$ cat src/rtl/led_pattern_gen.sv
// Parametrised LED pattern engine: bounce/rotate/bar/blink with speed scaling,
// pause, PWM-faded trail and a cycle-done strobe on step wrap.
module led_pattern_gen #(
    parameter int   CLK_IN_MHZ   = 125,
    parameter int   NUM_LEDS     = 8,
    parameter int   STEP_HZ      = 14,
    parameter logic LED_POLARITY = 1'b0,
    parameter int   SIM_MODE     = 0
) (
    input  logic                clk_i,
    input  logic                rstn_i,
    input  logic                enable_i,
    input  logic [1:0]          mode_i,
    input  logic [1:0]          speed_i,
    input  logic                trail_en_i,
    output logic [NUM_LEDS-1:0] display_o,
    output logic [5:0]          step_o,
    output logic                cycle_done_o
);

    localparam int TICK_DIV = CLK_IN_MHZ * 1_000_000 / STEP_HZ;
    localparam int PW       = (TICK_DIV > 2) ? $clog2(TICK_DIV) : 1;

    // mode | pattern
    // 0    | bounce
    // 1    | rotate
    // 2    | bar
    // 3    | blink
    localparam logic [1:0] MODE_BOUNCE = 2'd0;
    localparam logic [1:0] MODE_ROTATE = 2'd1;
    localparam logic [1:0] MODE_BAR    = 2'd2;

    logic [PW-1:0]       presc_q;
    logic [1:0]          div_q;
    logic [1:0]          mode_q;
    logic [5:0]          step_q;
    logic [5:0]          hist1_q;
    logic [5:0]          hist2_q;
    logic                hist1_vld_q;
    logic                hist2_vld_q;
    logic [3:0]          pwm_q;
    logic [NUM_LEDS-1:0] display_q;
    logic                cycle_done_q;

    logic                mode_chg;
    logic                presc_tc;
    logic                tick;
    logic                step_adv;
    logic [6:0]          step_len;
    logic                step_last;
    logic [5:0]          head;
    logic [NUM_LEDS-1:0] lit;

    assign mode_chg = (mode_i != mode_q);
    assign presc_tc = (presc_q == PW'(TICK_DIV - 1));
    assign tick     = enable_i && ((SIM_MODE != 0) || presc_tc);
    // ">=" also catches a divider left above a freshly lowered speed_i
    assign step_adv = tick && (div_q >= speed_i);

    always_comb begin
        case (mode_q)
            MODE_BOUNCE: step_len = 7'(2 * NUM_LEDS - 2);
            MODE_ROTATE: step_len = 7'(NUM_LEDS);
            MODE_BAR:    step_len = 7'(2 * NUM_LEDS);
            default:     step_len = 7'd2;
        endcase
    end

    assign step_last = ({1'b0, step_q} == (step_len - 7'd1));

    assign head = ((mode_q == MODE_BOUNCE) && (step_q >= 6'(NUM_LEDS)))
                  ? (6'(2 * NUM_LEDS - 2) - step_q) : step_q;

    always_comb begin
        int k;
        lit = '0;
        k   = int'(step_q);
        case (mode_q)
            MODE_BOUNCE, MODE_ROTATE: begin
                for (int i = 0; i < NUM_LEDS; i++) begin
                    if (6'(i) == head)
                        lit[i] = 1'b1;
                    else if (trail_en_i && hist1_vld_q && (pwm_q < 4'd4) && (6'(i) == hist1_q))
                        lit[i] = 1'b1;
                    else if (trail_en_i && hist2_vld_q && (pwm_q == 4'd0) && (6'(i) == hist2_q))
                        lit[i] = 1'b1;
                end
            end
            MODE_BAR: begin
                for (int i = 0; i < NUM_LEDS; i++)
                    lit[i] = (k < NUM_LEDS) ? (i <= k) : (i < 2 * NUM_LEDS - 1 - k);
            end
            default: lit = (step_q == 6'd0) ? '1 : '0;
        endcase
    end

    always_ff @(posedge clk_i or negedge rstn_i) begin
        if (!rstn_i) begin
            presc_q      <= '0;
            div_q        <= '0;
            mode_q       <= '0;
            step_q       <= '0;
            hist1_q      <= '0;
            hist2_q      <= '0;
            hist1_vld_q  <= 1'b0;
            hist2_vld_q  <= 1'b0;
            pwm_q        <= '0;
            display_q    <= {NUM_LEDS{~LED_POLARITY}};
            cycle_done_q <= 1'b0;
        end else begin
            pwm_q        <= pwm_q + 4'd1;
            mode_q       <= mode_i;
            display_q    <= LED_POLARITY ? lit : ~lit;
            cycle_done_q <= 1'b0;
            if (mode_chg) begin
                presc_q     <= '0;
                div_q       <= '0;
                step_q      <= '0;
                hist1_q     <= '0;
                hist2_q     <= '0;
                hist1_vld_q <= 1'b0;
                hist2_vld_q <= 1'b0;
            end else begin
                if (enable_i)
                    presc_q <= presc_tc ? '0 : presc_q + PW'(1);
                if (tick)
                    div_q <= (div_q >= speed_i) ? 2'd0 : div_q + 2'd1;
                if (step_adv) begin
                    step_q       <= step_last ? 6'd0 : step_q + 6'd1;
                    cycle_done_q <= step_last;
                    hist2_q      <= hist1_q;
                    hist2_vld_q  <= hist1_vld_q;
                    hist1_q      <= head;
                    hist1_vld_q  <= 1'b1;
                end
            end
        end
    end

    assign display_o    = display_q;
    assign step_o       = step_q;
    assign cycle_done_o = cycle_done_q;

endmodule

$ cat config.mk
export PLATFORM = sky130hd
export DESIGN_NAME = led_pattern_gen
export DESIGN_NICKNAME = d
export VERILOG_FILES = /design/src/rtl/led_pattern_gen.sv
export SDC_FILE = /design/constraint.sdc
export NUM_CORES = 1
export LEC_CHECK = 0
export ABC_AREA = 1
export ABC_CLOCK_PERIOD_IN_PS = 1800
export CAP_MARGIN = 40
export CORE_UTILIZATION = 60
export CTS_CLUSTER_SIZE = 40
export DETAILED_ROUTE_END_ITERATION = 16
export PLACE_DENSITY = 0.83
export SYNTH_ARGS = -nofsm -noshare
export SYNTH_HDL_FRONTEND = slang
export SYNTH_SLANG_ARGS = --single-unit
$ cat constraint.sdc
create_clock -name clk_i -period 1.8 [get_ports clk_i]
set_input_delay 0.27 -clock clk_i [delete_from_list [all_inputs] [get_ports clk_i]]
set_output_delay 0.27 -clock clk_i [all_outputs]
set_load 0.005 [all_outputs]
==> flow_metrics.py <==
metrics = {
    "job": {
        "cap_violations": 0,
    },
    "final_layout": {
        "stdcell_count": 776,
        "fin_area_um2": 5590,
        "drive_gt1_share_pct": 26.5,
        "num_antenna_cells": 0,
        "nets": 700,
        "fill_cells": 414,
        "area_delta_synth_final_pct": 32.5,
    },
    "critical_path": {
        "crit_path_end_kind": "flop",
        "startpoint_type": "flop",
        "crit_path_max_incr_delay_ps": 400,
        "path_common_cell": "buf_6",
        "path_buf_inv": 3,
        "cp.arrival_ps": 2190,
        "crit_slowest_cell": "dfrtp_1",
        "cp_cell_sequence": "inv_2, ha_4, nand4_1, nor3_4, nand4_4, buf_6, nor2_4, buf_6, nand3_1, nand2_1",
        "critPathTopFamily": "simple AND/OR/NAND/NOR gates",
        "required_ps": 2100,
        "crit_fanout": 7,
        "criticalPathCategory": "flop to flop",
    },
    "clock_tree": {
        "clock_sinks": 61,
        "h-tree-depth": 3,
        "cts_tree": "done",
        "clk_latency_ps": 360,
        "cts_buffer_depth": 2,
        "cts_buffers": 9,
        "clkTransAtPathRegs_ps": 80,
        "ctsRootBufferMaster": "clkbuf_8",
    },
    "grt": {
        "grt_pass1_vias": 3966,
        "grt_max_degree": 49,
        "grt_use_total_pct": 31.8,
        "antenna_found_initial": 0,
        "grt_pass1_wl_um": 18100,
        "grt_overflow": 0,
    },
    "drt": {
        "drtIter0Drc": 590,
        "vias": 4669,
        "viasPerCell": 6.02,
        "post_drt_wl_per_cell_um": 17.5,
        "dr.pass1.iters": 6,
        "ant_nets": 0,
        "wl_um": 13600,
        "drcViolationCount": 0,
    },
    "logic_synthesis": {
        "postSynthAreaPerCell_um2": 7.26,
        "yosysMostFrequentCell": "nand2_1",
        "synth_edf_count": 0,
        "async_flop_share_pct": 100,
        "synth.largest_area_cell": "dfrtp_1",
        "ys_ff_latch": 61,
        "syn_area_um2": 4220,
        "ys_seq_area_share_pct": 36.4,
        "yosys_warnings": 0,
        "yosys-top-cells-area": "dfrtp_1 31%, nand2_1 14%, nand3_1 7.8%, nor2_1 5.8%, ha_1 5.0%",
        "ys.flop_type": "dfrtp_1",
        "yosys-top-cells-count": "157 x nand2_1, 66 x nand3_1, 65 x nor2_1, 54 x inv_1, 53 x dfrtp_1",
        "syn-num-nets": 606,
        "synth.distinct_cells": 42,
        "yosysTopAreaCellShare_pct": 31.4,
        "syn_inst": 581,
    },
    "sta": {
        "min_period_ps": 1890,
        "worst_slew_pin_slew_ps": 515,
        "layout_setup_ws_ps": -92.3,
        "skew_ps": 9.03,
        "fmax_mhz": 528,
        "setup_viol": 25,
        "fin_crit_sh_pct": 105,
        "slew_viol_final": 0,
        "rsz0062_at_grt": "yes",
        "hold_viol": 0,
        "maxSlewHeadroom_pct": 65.7,
    },
    "placement": {
        "io_buffers": 22,
        "gp_congestion": 0.959,
        "place_inst": 737,
        "dp_hpwl_um": 8030,
        "place_worst_setup_slack_ps": -166,
        "dpl-instance-area_um2": 4910,
    },
    "floorplan": {
        "core.rowCount": 30,
        "core-area_um2": 6790,
        "die_area_um2": 7370,
        "start_util_pct": 62.1,
        "die_x_um": 85.8,
        "dieHeight_um": 85.8,
        "io_pins": 23,
    },
    "pwr": {
        "ir_worst_vdd_uv": 480,
        "leakagePower_uw": 0.00265,
        "p_per_area_nw_per_um2": 550,
    },
    "outcome": {
        "violations": "negative setup slack",
        "run_status": "finished, violations left",
    },
    "worst_hold_path": {
        "hp-class": "primary input to flop",
    },
}
-- metrics by stage --
| stage | power, uW | setup TNS, ps | util, % | hold slack (ps) |
|---|---|---|---|---|
| after CTS | 3010 | 0 | 76.4 | 385 |
| final | 3070 | -1290 | 82.2 | 393 |
| after global routing | 3170 | -3710 | 82.2 | 390 |
| after floorplan | 1590 | 0 | - | -25.6 |
| after detailed placement | 1750 | -3110 | 72.3 | 260 |
| after global placement | 1740 | -2220 | 72.3 | 250 |
-- worst paths after layout --
path                       slack, ps         end  depth (start not counted)  startpoint
max                              -90  hist1_q[0]                         10  presc_q[0]
min                              390   mode_q[0]                          1   mode_i[0]
max reg2reg                      -90  hist1_q[0]                         10  presc_q[0]
min reg2reg                      470    pwm_q[3]                          1    pwm_q[3]
max in group asynchronous        770   step_o[3]                          3      rstn_i
min in group asynchronous        410    pwm_q[1]                          2      rstn_i
-- state kept, by name, indices dropped and copies added, names as in the netlist --
| signal | cells |
|---|---|
| pwm_q | 4 |
| hist1_vld_q | 1 |
| hist2_vld_q | 1 |
| div_q | 2 |
| step_o | 6 |
| display_o | 8 |
| mode_q | 2 |
| cycle_done_o | 1 |
| hist2_q | 6 |
| hist1_q | 6 |
| presc_q | 24 |
-- kinds of logic after synthesis --
kind of cell | count (synthesis) | synth area share (%)
adders and majority gates | 17 | 5.04
and+or+nand+nor | 364 | 41.2
AOI/OAI and AO/OA | 44 | 5.78
xor gates and xnor gates | 17 | 3.53
DFF | 61 | 36.4
buffers and inverters | 78 | 8.04
-- cell usage in the layout (no fill, tap or decap), types with 5 or more instances in the layout --
cell,count
nand2_1,147
buf_4,60
nor2_1,59
nand3_1,58
dfrtp_1,50
inv_1,49
nor3_1,24
clkdlybuf4s50_1,19
nand3_2,18
nand4_1,15
a21oi_1,14
xor2_1,13
nand2_2,11
o21ai_0,11
ha_1,11
clkbuf_8,9
inv_2,8
dfstp_2,8
nor2_2,7
buf_6,7
a31oi_1,6
buf_12,5
-- timing repair --
item | 4_1_cts | 5_1_grt
hold buffers | 1 | 0
endpoints found under the hold margin | 12 | 0
gates resized for setup | 10 | 64
buffers inserted | 2 | 15
setup endpoints to repair | 32 | 44
pin swaps | 3 | 28
cloned | 1 | 4
-- final cells by class --
cell class	instances	area (um^2)	share of cell area, %
Clock inverter	7	75.1	1.34
Inverter	60	244	4.37
Timing Repair Buffer	97	890	15.9
Clock buffer	9	124	2.22
Multi-Input combinational cell	446	2590	46.4
Sequential cell	61	1540	27.6
Tap cell	96	120	2.15
-- worst register-to-register path: cells and delay by family, from the launching register on --
| family | cells | cell delay [ps] |
|---|---|---|
| fa+ha+maj | 1 | 130 |
| buf+inv | 3 | 410 |
| simple gates | 6 | 890 |
| flops | 1 | 400 |
-- routing by layer --
| metal | up-vias | GRT usage (%) | routed length, um |
|---|---|---|---|
| li1 | 2095 | - | - |
| met1 | 2163 | 37.4 | 4770 |
| met2 | 320 | 56.1 | 6820 |
| met3 | 91 | 5.00 | 1060 |
| met4 | 0 | 16.7 | 903 |
| met5 | - | 0 | 0 |
-- report_power, final --
group	switching, uW	internal (uW)	leakage [uW]	total [uW]
combinational	243	151	0.00174	394
clock	625	646	0.000104	1270
sequential	12.0	1400	0.000810	1410
total	880	2190	0.00265	3070
Note: power is estimated with default switching activity, not from simulation.
==> edit 1: new RTL, same flow settings <==
The output `display_o` loses its register stage (`display_q` becomes a continuous assignment).
--- a/src/rtl/led_pattern_gen.sv
+++ b/src/rtl/led_pattern_gen.sv
@@ -105,12 +105,10 @@
             hist1_vld_q  <= 1'b0;
             hist2_vld_q  <= 1'b0;
             pwm_q        <= '0;
-            display_q    <= {NUM_LEDS{~LED_POLARITY}};
             cycle_done_q <= 1'b0;
         end else begin
             pwm_q        <= pwm_q + 4'd1;
             mode_q       <= mode_i;
-            display_q    <= LED_POLARITY ? lit : ~lit;
             cycle_done_q <= 1'b0;
             if (mode_chg) begin
                 presc_q     <= '0;
@@ -137,6 +135,8 @@
         end
     end
 
+    assign display_q = LED_POLARITY ? lit : ~lit;
+
     assign display_o    = display_q;
     assign step_o       = step_q;
     assign cycle_done_o = cycle_done_q;
Behaviour: not the same (a bounded check fails within 4 cycles, from zero or initial values and one cycle with rstn_i low).
==> edit 1 against the unedited design <==
  * Combinational power up 2%
  * Worst setup slack worse by 540 ps
  * The run still ends with setup timing left
  * Hold slack better by 64 ps
  * Total power decreased by 26%
  * Area after synthesis shrank 5.0%
  * Final area decreased by 2.8%
  * Maximum frequency fell by 22%
  * Sequential power down 14%
  * Sequential cell count decreased by 8
  * Routed wire length decreased by 2.9%
  * Die area decreased by 4.9%
==> edit 1: results <==
[outcome]
status = complete, but fails checks
failed_checks = setup timing

[placement]
dp.final_hpwl_um = 8470
preCtsSetupSlack_ps = -548
gp_routability_congestion = 0.942

[synthesis]
syn_nets = 611
seq_area_frac_synth_pct = 33.1
synth_commonest_cells = nand2_1 (179), inv_1 (71), nor2_1 (62), dfrtp_1 (53), nand3_1 (42)
netlist_top_cells_area = dfrtp_1 (33%), nand2_1 (17%), inv_1 (6.7%)

[setup_path]
crit_fanout = 5
reg2reg_slack_ps = -40
worstPathArrival_ps = 2160

[power_and_ir_drop]
swShare_pct = 28.5
p_leak_nw = 2.60
ir_worst_vdd_mv = 0.371

[sta]
setup-violations-final = 12
setup_slack_ps = -631
worst_slew_pin_slew_ps = 403
whs_ps = 457

[hold_path]
hold_path_class = flop to flop

[route]
first_iter_violations = 387
num_vias = 4570
routed_wl_um = 13200

[global_route]
track_usage_pct = 32.5
use_met2_pct = 52.2
grt_pass1_vias = 4006
grtUsageMet3_pct = 4.06
met1_usage_pct = 46.3

[cells_and_area]
finalNetCount = 728
drive_above_1_share_pct = 28.3
fillerInstances = 384

[cts]
h-tree-depth = 2
cts_made_buffers = 5
[edit 1: critical path, cell delays in order, from the launching register on]
cell and delay (ps):
dfrtp_2 490, nor2_4 210, buf_4 160, inv_1 40, nor2_2 140, inv_1 80, a221oi_1 330, nor2_1 140
nand2_1 90, nand2_1 40, buf_2 130
[edit 1: final cells by class]
class | instances | share of cell area [%]
timing repair buffer | 124 | 19.4
clock inverter | 2 | 0.184
tap | 77 | 1.77
inverter | 73 | 5.11
multi-input combinational | 446 | 47.7
sequential | 53 | 24.5
clock buffer | 6 | 1.34
[edit 1: what timing repair did]
| item | CTS | global route |
|---|---|---|
| resized for setup | 61 | 49 |
| pin swaps | 11 | 27 |
| setup endpoints to repair | 14 | 49 |
| cloned | 0 | 1 |
| endpoints found under the hold margin | 53 | 0 |
| hold buffers | 1 | 0 |
| setup buffers | 12 | 14 |
[edit 1: final timing paths]
path                       startpoint           end  depth (start not counted)
hold / removal               pwm_q[0]      pwm_q[0]                          1
hold reg to reg              pwm_q[0]      pwm_q[0]                          1
setup reg to reg            mode_q[0]  cycle_done_o                         11
setup / recovery            step_o[4]  display_o[6]                         10
min in group asynchronous      rstn_i      pwm_q[1]                          3
max in group asynchronous      rstn_i    presc_q[3]                          3
[edit 1: cell families after synthesis]
group	count (synthesis)	synth area share, %
adder cells (fa/ha/maj)	17	5.31
XOR/XNOR	17	3.72
AND/OR/NAND/NOR	364	41.3
buffers and inverters	87	8.78
flip-flops	53	33.1
AO/OA/AOI/OAI	48	7.75
[edit 1: layer usage]
layer	wire length [µm]	share of wire [%]
met1	5270	40
met3	1100	8.4
met5	0	0
met2	6260	48
met4	527	4.0
[edit 1: per-stage QoR]
stage / cell area (µm²) / TNS (ps) / utilization [%] / instances
after floorplan: 4020 / 0 / - / 586
after global placement: 4860 / -6130 / 76.1 / 747
after detailed placement: 4860 / -8720 / 76.1 / 747
after CTS: 5100 / -4190 / 79.9 / 768
after global routing: 5430 / -6520 / 85.1 / 781
final: 5430 / -4840 / 85.1 / 781
[edit 1: power by group through the flow]
stage	Combinational, W	Clock (W)	Sequential, W
5_1_grt	0.000430	0.000712	0.00121
3_5_place_dp	0.000345	0	0.00123
6_report	0.000402	0.000667	0.00121
2_1_floorplan	0.000169	0	0.00123
3_3_place_gp	0.000332	0	0.00123
4_1_cts	0.000350	0.000663	0.00121
==> edit 2: new RTL, same settings <==
Without the edit above. The parameter `LED_POLARITY` goes from 1'b0 to 1'b1.
--- a/src/rtl/led_pattern_gen.sv
+++ b/src/rtl/led_pattern_gen.sv
@@ -4,7 +4,7 @@
     parameter int   CLK_IN_MHZ   = 125,
     parameter int   NUM_LEDS     = 8,
     parameter int   STEP_HZ      = 14,
-    parameter logic LED_POLARITY = 1'b0,
+    parameter logic LED_POLARITY = 1'b1,
     parameter int   SIM_MODE     = 0
 ) (
     input  logic                clk_i,
Function: changed (Yosys sat finds a counterexample within 4 cycles, from zero or initial values and one cycle with rstn_i low).
==> edit 2 against the unedited design <==
  * The run still ends with setup timing left
  * Highest routed layer unchanged
  * Sequential cell count is the same
  * Area after synthesis decreased by 5.6%
  * Worst setup slack got worse by 9.3 ps
  * Die area is 5.5% lower
  * Total power grew 3.7%
  * Hold slack improved by 43 ps
  * Final area is 3.9% lower
  * Routed wire length fell by 2.0%
  * First-iteration DRC count rose by 0.85%
  * Core utilization grew 1.8 points
  * Via count down 2.9%
  * Maximum frequency fell by 0.49%
  * Global-route usage up 5.2 points
==> edit 2: results <==
[outcome]
status = complete, but fails checks
failed_checks = setup timing

[placement]
gp_routability_congestion = 0.985
dp.final_hpwl_um = 8690
dpl_cell_area_um2 = 4680

[global_route]
grt_pass1_vias = 4299
grt_pass1_wl_um = 20400
grt_max_degree = 62
grtUsageMet3_pct = 7.72
met1_usage_pct = 47.4
use_met2_pct = 60.9
track_usage_pct = 37.0

[setup_path]
crit_fanout = 8
critPathTopFamily = simple AND/OR/NAND/NOR gates
r2r-end = hist1_q[4]
crit_slowest_cell = dfrtp_1
reg2reg_from = presc_q[14]
reg2regPathDepth = 8

[sta]
setup-violations-final = 30
setup_slack_ps = -102
max-slew-margin-rel_pct = 66.5
finClkSkew_ps = 9.64

[route]
num_vias = 4532
first_iter_violations = 595
wl_per_cell_um = 18.0

[cells_and_area]
drive_above_1_share_pct = 26.6
finalNetCount = 679

[synthesis]
syn_nets = 578
synth_compound_area_share_pct = 7.32
synthAdderAreaFrac_pct = 4.40
netlist_top_cells_area = dfrtp_1 (38%), nand2_1 (17%), inv_1 (5.9%)
seq_area_frac_synth_pct = 38.3
synth_cell_type_count = 46
synth_commonest_cells = nand2_1 (180), inv_1 (63), dfrtp_1 (61), nor2_1 (52), nand3_1 (44)
yosys.area_share.xor_xnor_pct = 3.52
yosysWarnings = 0

[cts]
clk_latency_ps = 350
cts.clk_slew.worst_paths_ps = 80
ctsLongestPathBuffers = 2

[power_and_ir_drop]
p_leak_nw = 2.59
ir_worst_vdd_mv = 0.741
==> edit 2: cell families after synthesis <==
kind of cell,count (synthesis)
buffers and inverters,78
AOI/OAI and AO/OA,49
xor gates and xnor gates,16
and+or+nand+nor,338
DFF,61
adders and majority gates,14
==> edit 2: worst max path at each step <==
stage	from	end	slack (ps)	depth (start not counted)
finish	presc_q[14]	hist1_q[4]	-100	8
global route	mode_q[1]	cycle_done_o	-170	9
global placement	speed_i[0]	hist2_q[0]	-100	9
detailed placement	speed_i[1]	hist2_q[2]	-140	8
CTS	presc_q[10]	hist2_q[1]	-20	9
floorplan	mode_q[0]	display_o[1]	110	12
==> edit 2: area by class of cell <==
type / instances / area [µm²]
Clock inverter: 7 / 100
Multi-Input combinational cell: 419 / 2440
Timing Repair Buffer: 95 / 801
Fill cell: 371 / 1020
Sequential cell: 61 / 1530
Clock buffer: 9 / 124
Inverter: 71 / 274
Tap cell: 77 / 96.3
==> edit 2: worst register-to-register path, stage by stage (launching register included) <==
cell	delay, ps
dfrtp_1	410
nor2_2	230
nand3_4	100
nor3_4	340
nand4_4	180
buf_8	190
nor2_4	210
nand2_1	80
nand2_1	90
==> edit 2: metal layers <==
metal | up-vias | part of all wire, %
met4 | 0 | 5.2
met2 | 333 | 48
met5 | - | 0
met3 | 90 | 9.2
met1 | 2100 | 37
li1 | 2009 | -
==> edit 2: where the power goes <==
group | internal, W | switching (W) | leakage [nW] | total [W]
registers | 0.00139 | 0.0000123 | 0.827 | 0.00140
clock network | 0.000784 | 0.000623 | 0.102 | 0.00141
logic | 0.000157 | 0.000222 | 1.66 | 0.000379
total | 0.00233 | 0.000857 | 2.59 | 0.00319
==> edit 2: what timing repair did <==
| action | 4_1_cts | 5_1_grt |
|---|---|---|
| pin swaps | 13 | 31 |
| hold endpoints to repair | 61 | 0 |
| gates cloned | 2 | 0 |
| gates resized for setup | 25 | 58 |
| hold buffers | 1 | 0 |
| endpoints found under the setup margin | 46 | 52 |
| setup buffers | 9 | 7 |
==> edit 2: metrics by stage <==
step / setup TNS [ps] / worst slack, ps / instances / hold WS, ps
floorplan: 0 / 113 / 556 / -25.6
global placement: -2270 / -104 / 704 / 303
detailed placement: -3360 / -135 / 704 / 302
CTS: -103 / -24.6 / 732 / 415
global route: -3380 / -168 / 739 / 414
finish: -1220 / -102 / 739 / 436
